## config.mk

```make
export PLATFORM = sky130hd
export DESIGN_NAME = program_loader_ctrl_flat
export DESIGN_NICKNAME = d
export VERILOG_FILES = /design/src/rtl/program_loader_ctrl_if.sv /design/src/rtl/program_loader_ctrl.sv /design/src/flat_wrapper.sv
export SDC_FILE = /design/constraint.sdc
export NUM_CORES = 1
export LEC_CHECK = 0
export ABC_AREA = 1
export BUFFER_PORTS_ARGS = -buffer_cell sky130_fd_sc_hd__buf_4
export CORE_ASPECT_RATIO = 0.7
export CORE_UTILIZATION = 50
export CTS_BUF_LIST = sky130_fd_sc_hd__clkbuf_4 sky130_fd_sc_hd__clkbuf_8
export CTS_CLUSTER_SIZE = 16
export DETAILED_ROUTE_END_ITERATION = 8
export PLACE_DENSITY = 0.72
export SYNTH_ARGS = -nofsm -noshare
export SYNTH_HDL_FRONTEND = slang
export SYNTH_SLANG_ARGS = --single-unit
```

## constraint.sdc

```tcl
create_clock -name clk -period 6.4 [get_ports clk]
set_clock_uncertainty 0.2 [all_clocks]
set_input_delay 1.28 -clock clk [delete_from_list [all_inputs] [get_ports clk]]
set_output_delay 1.28 -clock clk [all_outputs]
set_load 0.005 [all_outputs]
```

## src/rtl/program_loader_ctrl_if.sv

```systemverilog
// Bundle between the program loader, the UART RX byte stream, the program memory write port
// and the core control lines. The controller uses the master view; its environment uses slave.
interface program_loader_ctrl_if;
   logic        start;
   logic        rx_valid;
   logic [7:0]  rx_data;
   logic        rx_ready;
   logic        mem_write_enable;
   logic [31:0] mem_write_data;
   logic [31:0] mem_write_address;
   logic        cpu_hold;
   logic        busy;
   logic        done;
   logic        error;

   modport master (
      input  start, rx_valid, rx_data,
      output rx_ready, mem_write_enable, mem_write_data, mem_write_address,
      output cpu_hold, busy, done, error
   );

   modport slave (
      output start, rx_valid, rx_data,
      input  rx_ready, mem_write_enable, mem_write_data, mem_write_address,
      input  cpu_hold, busy, done, error
   );
endinterface

```

## src/rtl/program_loader_ctrl.sv

```systemverilog
// Clears program memory, then loads a length-prefixed little-endian word image from a byte stream.
// Optional trailing XOR checksum byte: define PROGRAM_LOADER_CHECKSUM_EN.
module program_loader_ctrl #(
   parameter int          DEPTH     = 256,
   parameter logic [31:0] BASE_ADDR = 32'h0
) (
   input  logic                  clk,
   input  logic                  reset,
   program_loader_ctrl_if.master bus
);
   localparam int WCW = $clog2(DEPTH) + 1;

   typedef enum logic [2:0] {
      S_IDLE, S_CLEAR, S_LEN_LO, S_LEN_HI, S_DATA,
`ifdef PROGRAM_LOADER_CHECKSUM_EN
      S_CSUM,
`endif
      S_DONE, S_ERROR
   } state_t;

   state_t           r_state, w_state_next;
   logic [WCW-1:0]   r_cnt, w_cnt_next;
   logic [1:0]       r_byte, w_byte_next;
   logic [15:0]      r_len, w_len_next;
   logic [23:0]      r_word, w_word_next;
   logic             r_rx_ready, w_rx_ready_next;
   logic             r_we, w_we_next;
   logic [31:0]      r_wdata, w_wdata_next;
   logic [31:0]      r_waddr, w_waddr_next;
   logic             r_cpu_hold, w_cpu_hold_next;
   logic             r_busy, w_busy_next;
   logic             r_done, w_done_next;
   logic             r_error, w_error_next;
`ifdef PROGRAM_LOADER_CHECKSUM_EN
   logic [7:0]       r_csum, w_csum_next;
`endif

   logic             w_accept;
   logic [15:0]      w_len_full;
   logic [31:0]      w_addr;

   // rx_ready is a register that mirrors the state, so acceptance needs no extra decode.
   assign w_accept   = bus.rx_valid && r_rx_ready;
   assign w_len_full = {bus.rx_data, r_len[7:0]};
   assign w_addr     = BASE_ADDR + (32'(r_cnt) << 2);

   always_ff @(posedge clk or posedge reset) begin
      if (reset) begin
         r_state    <= S_IDLE;
         r_cnt      <= '0;
         r_byte     <= '0;
         r_len      <= '0;
         r_word     <= '0;
         r_rx_ready <= 1'b0;
         r_we       <= 1'b0;
         r_wdata    <= '0;
         r_waddr    <= '0;
         r_cpu_hold <= 1'b0;
         r_busy     <= 1'b0;
         r_done     <= 1'b0;
         r_error    <= 1'b0;
`ifdef PROGRAM_LOADER_CHECKSUM_EN
         r_csum     <= '0;
`endif
      end else begin
         r_state    <= w_state_next;
         r_cnt      <= w_cnt_next;
         r_byte     <= w_byte_next;
         r_len      <= w_len_next;
         r_word     <= w_word_next;
         r_rx_ready <= w_rx_ready_next;
         r_we       <= w_we_next;
         r_wdata    <= w_wdata_next;
         r_waddr    <= w_waddr_next;
         r_cpu_hold <= w_cpu_hold_next;
         r_busy     <= w_busy_next;
         r_done     <= w_done_next;
         r_error    <= w_error_next;
`ifdef PROGRAM_LOADER_CHECKSUM_EN
         r_csum     <= w_csum_next;
`endif
      end
   end

   always_comb begin
      w_state_next    = r_state;
      w_cnt_next      = r_cnt;
      w_byte_next     = r_byte;
      w_len_next      = r_len;
      w_word_next     = r_word;
      w_we_next       = 1'b0;
      w_wdata_next    = r_wdata;
      w_waddr_next    = r_waddr;
      w_cpu_hold_next = r_cpu_hold;
      w_done_next     = 1'b0;
      w_error_next    = r_error;
`ifdef PROGRAM_LOADER_CHECKSUM_EN
      w_csum_next     = r_csum;
`endif
      case (r_state)
         S_IDLE, S_ERROR: begin
            if (bus.start) begin
               w_state_next    = S_CLEAR;
               w_cnt_next      = '0;
               w_error_next    = 1'b0;
               w_cpu_hold_next = 1'b1;
            end
         end
         S_CLEAR: begin
            w_we_next    = 1'b1;
            w_wdata_next = '0;
            w_waddr_next = w_addr;
            if (r_cnt == WCW'(DEPTH - 1)) begin
               w_state_next = S_LEN_LO;
               w_cnt_next   = '0;
            end else begin
               w_cnt_next = r_cnt + 1'b1;
            end
         end
         S_LEN_LO: begin
            if (w_accept) begin
               w_len_next[7:0] = bus.rx_data;
               w_state_next    = S_LEN_HI;
`ifdef PROGRAM_LOADER_CHECKSUM_EN
               w_csum_next     = bus.rx_data;
`endif
            end
         end
         S_LEN_HI: begin
            if (w_accept) begin
               w_len_next  = w_len_full;
               w_byte_next = '0;
               w_cnt_next  = '0;
`ifdef PROGRAM_LOADER_CHECKSUM_EN
               w_csum_next = r_csum ^ bus.rx_data;
`endif
               if (w_len_full == 16'd0) begin
                  w_state_next = S_DONE;
               end else if (32'(w_len_full) > 32'(DEPTH)) begin
                  w_state_next = S_ERROR;
                  w_error_next = 1'b1;
               end else begin
                  w_state_next = S_DATA;
               end
            end
         end
         S_DATA: begin
            if (w_accept) begin
               w_byte_next = r_byte + 1'b1;
`ifdef PROGRAM_LOADER_CHECKSUM_EN
               w_csum_next = r_csum ^ bus.rx_data;
`endif
               if (r_byte == 2'd3) begin
                  w_we_next    = 1'b1;
                  w_wdata_next = {bus.rx_data, r_word};
                  w_waddr_next = w_addr;
                  w_cnt_next   = r_cnt + 1'b1;
                  if (32'(r_cnt) + 32'd1 == 32'(r_len)) begin
`ifdef PROGRAM_LOADER_CHECKSUM_EN
                     w_state_next = S_CSUM;
`else
                     w_state_next = S_DONE;
`endif
                  end
               end else begin
                  w_word_next[8*r_byte +: 8] = bus.rx_data;
               end
            end
         end
`ifdef PROGRAM_LOADER_CHECKSUM_EN
         S_CSUM: begin
            if (w_accept) begin
               if (bus.rx_data == r_csum) begin
                  w_state_next = S_DONE;
               end else begin
                  w_state_next = S_ERROR;
                  w_error_next = 1'b1;
               end
            end
         end
`endif
         S_DONE: begin
            w_done_next     = 1'b1;
            w_cpu_hold_next = 1'b0;
            w_state_next    = S_IDLE;
         end
         default: w_state_next = S_IDLE;
      endcase

      w_busy_next     = (w_state_next != S_IDLE) && (w_state_next != S_ERROR);
      w_rx_ready_next = (w_state_next == S_LEN_LO) || (w_state_next == S_LEN_HI) ||
`ifdef PROGRAM_LOADER_CHECKSUM_EN
                        (w_state_next == S_CSUM) ||
`endif
                        (w_state_next == S_DATA);
   end

   assign bus.rx_ready          = r_rx_ready;
   assign bus.mem_write_enable  = r_we;
   assign bus.mem_write_data    = r_wdata;
   assign bus.mem_write_address = r_waddr;
   assign bus.cpu_hold          = r_cpu_hold;
   assign bus.busy              = r_busy;
   assign bus.done              = r_done;
   assign bus.error             = r_error;
endmodule
```

## src/flat_wrapper.sv

```systemverilog
// flat-port wrapper written by rule: the top's interface ports become plain ports
module program_loader_ctrl_flat 
#(
   parameter int          DEPTH     = 256,
   parameter logic [31:0] BASE_ADDR = 32'h0
)
  (clk, reset, bus_start, bus_rx_valid, bus_rx_data, bus_rx_ready, bus_mem_write_enable, bus_mem_write_data, bus_mem_write_address, bus_cpu_hold, bus_busy, bus_done, bus_error);
  program_loader_ctrl_if bus_i ();
  input  logic clk;
  input  logic reset;
  input wire logic [$bits(bus_i.start)-1:0] bus_start;
  input wire logic [$bits(bus_i.rx_valid)-1:0] bus_rx_valid;
  input wire logic [$bits(bus_i.rx_data)-1:0] bus_rx_data;
  output wire logic [$bits(bus_i.rx_ready)-1:0] bus_rx_ready;
  output wire logic [$bits(bus_i.mem_write_enable)-1:0] bus_mem_write_enable;
  output wire logic [$bits(bus_i.mem_write_data)-1:0] bus_mem_write_data;
  output wire logic [$bits(bus_i.mem_write_address)-1:0] bus_mem_write_address;
  output wire logic [$bits(bus_i.cpu_hold)-1:0] bus_cpu_hold;
  output wire logic [$bits(bus_i.busy)-1:0] bus_busy;
  output wire logic [$bits(bus_i.done)-1:0] bus_done;
  output wire logic [$bits(bus_i.error)-1:0] bus_error;
  assign bus_i.start = bus_start;
  assign bus_i.rx_valid = bus_rx_valid;
  assign bus_i.rx_data = bus_rx_data;
  assign bus_rx_ready = bus_i.rx_ready;
  assign bus_mem_write_enable = bus_i.mem_write_enable;
  assign bus_mem_write_data = bus_i.mem_write_data;
  assign bus_mem_write_address = bus_i.mem_write_address;
  assign bus_cpu_hold = bus_i.cpu_hold;
  assign bus_busy = bus_i.busy;
  assign bus_done = bus_i.done;
  assign bus_error = bus_i.error;
  program_loader_ctrl #(.DEPTH(DEPTH), .BASE_ADDR(BASE_ADDR)) u_core (.clk(clk), .reset(reset), .bus(bus_i));
endmodule
```

==> reports/metrics.csv <==
metric,value,unit
cts_setup_buffers,0,
synth-compound-area-share,0.0747,
cts_hold_buf,0,
synth_xor_xnor_area_share,0,
hold_path_end,u_core.bus.error$_DFFE_PP0P_,
die_h,85.0,um
period_share,0.525,
cap_viol_max_count,0,
hold_viol,0,
period_needed,3.36,ns
fmax,298,MHz
vias,4138,
grt_overflow,0,
synth-edff-count,0,
routed_wl,11600,um
reg2reg_depth,6,
clock_path_buffers,2,
grt_usage,0.246,
slew_violations,0,
antenna_cells,0,
synthAdderAreaFrac,0.0203,
reg2reg_slack,3.16,ns
grt.met2_usage,0.348,
avgSynthCellArea,8.36,um^2
synth_top_area_frac,0.513,
yosys.area.top_type,dfrtp_1,
post_synth_instance_area,4920,um^2
synth_seq_area_share,0.513,
setup_violations,0,
final_nets,658,
io_buffers,58,
antenna_found_initial,0,
power_density,238,nW/um^2
fin_hold_ws,0.295,ns
synthFlopType,dfrtp_1,
synthCells,589,
hold_depth,2,
grt_max_degree,85,
min-delay-path-class,flip-flop to flip-flop,
drive_above_1_share,0.145,
cts.sinks,101,
worstSetupPathType,primary input to flip-flop,
start_util,0.530,
muxShareOfSynthArea,0.00229,
place_congestion,0.918,
final_cell_mix,"nand2_1, dfrtp_1, nand3_1",
routedWlPerCell,15.1,um
detail-route-antenna-nets,0,
h-tree-depth,3,
hp-start,u_core.bus.error$_DFFE_PP0P_,
dp_cells,751,
yosys_register_bits,101,
top_usage_layer,met1,
area_growth_syn_to_layout,12.3,%
clk_latency,0.38,ns
yosysUniqueCellTypes,29,
reg2reg_from,u_core.r_state[0]$_DFF_PP0_,
grt_first_pass_wirelength,19500,um
cts_root_buffer,clkbuf_8,
cts_made_buffers,9,
worstMarginPinSlew,1.07,ns
globalRouteMet1Util,0.362,
cp-start-kind,primary input,
die_x,121,um
power_leakage,0.00302,uW
synthSimpleGateAreaFrac,0.287,
critPathCaptureType,flip-flop,
post_cts_resized,0,
num_rows,29,
cts_tree,built,
synth_top_family_by_area,simple AND/OR/NAND/NOR gates,
slew_headroom,0.285,
core,9290,um^2
worst_ep_arrival_time,3.43,ns
synth_area_leaders,"dfrtp_1, nand2_1, nand3_1",
drcViolationCount,0,
path_clk_slew,0.10,ns
rsz0062_at_grt,false,
path_max_fanout,50,
stdcell_count,767,
drt_iter0_markers,362,
grt_pass1_vias,3907,
hpwl,7990,um
fin_tns_setup,0,ns
required,6.47,ns
status,"finished, final reports clean",
dieArea,10300,um^2
first_pass_iters,5,
viasPerCell,5.40,
yosysWarnings,0,
mostFrequentLayoutCell,nand2_1,
use_met3,0.0578,
reg2reg_to,u_core.bus.mem_write_address[8]$_DFFE_PP0P_,
pin_count,82,
async_reset_ff_frac,1.00,
ir_drop,0.136,mV
## worst max path at each step
| stage | startpoint | endpoint | slack (ns) | cells past startpoint |
|---|---|---|---|---|
| finish | bus_rx_valid | u_core.bus.mem_write_address[8]$_DFFE_PP0P_ | 3.04 | 6 |
| global route | bus_rx_valid | u_core.bus.mem_write_address[8]$_DFFE_PP0P_ | 2.80 | 6 |
| CTS | bus_rx_valid | u_core.bus.mem_write_address[8]$_DFFE_PP0P_ | 3.04 | 6 |
| detailed placement | bus_rx_valid | u_core.bus.mem_write_address[8]$_DFFE_PP0P_ | 2.63 | 6 |
| global placement | bus_rx_valid | u_core.bus.mem_write_address[8]$_DFFE_PP0P_ | 2.71 | 6 |
| floorplan | reset | u_core.bus.busy$_DFF_PP0_ | 2.27 | 1 |
## where the power goes
group	leakage, uW	internal, uW	total [uW]	switching [uW]
clock network	0.000101	191	415	224
logic	0.00159	70.0	194	124
registers	0.00133	672	707	34.4
total	0.00302	934	1320	382
## sequential cells by signal (all words and copies together) (netlist names)
name and flops:
u_core.r_len 16, u_core.r_word 24, u_core.bus.error 1, u_core.r_cnt 9
u_core.bus.done 1, u_core.r_state 3, u_core.bus.mem_write_enable 1, u_core.bus.cpu_hold 1
u_core.bus.busy 1, u_core.bus.mem_write_address 9, u_core.bus.mem_write_data 32, u_core.bus.rx_ready 1
u_core.r_byte 2
## Yosys cell counts (all sizes together) (8+ instances only)
library cell and number:
dfrtp 101, nor2 47, buf 33, nand4 21, clkbuf 10, inv 58
nand3 91, o21ai 41, nand2 142, a21oi 19, ha 8
## through the flow
step                      utilization  setup WS [ns]  cell area [um^2]  power (uW)
after global routing            0.595           2.80              5530        1380
after detailed placement        0.574           2.63              5330         911
after floorplan                     -           2.27              5000         843
after global placement          0.574           2.71              5330         905
after CTS                       0.595           3.04              5530        1320
final                           0.595           3.04              5530        1320
## cell type report
class	instances	area (um^2)
fill	840	3760
timing repair buffer	59	443
sequential	101	2530
clock buffer	11	139
multi-input combinational	408	1980
clock inverter	5	60.1
tap	124	155
inverter	59	226
## worst max-delay path, cell delays in order
cell	delay [ns]
buf_4	0.07
nand2_1	0.16
nor2_1	0.20
nand2_2	0.42
nand2_2	0.87
mux2_2	0.41
## logic make-up after synthesis
group                    after synthesis
flip-flops                           101
AND/OR/NAND/NOR                      307
multiplexers                           1
other                                  1
adder cells (fa/ha/maj)                8
buffers and inverters                102
AO/OA/AOI/OAI                         69
## per-layer routing
layer  routed length, um  vias to the layer above
met2                4920                      168
met1                5560                     1960
met5                   0                        -
li1                    -                     1984
met3                 803                       26
met4                 290                        0
(Power assumes the default switching activity.)
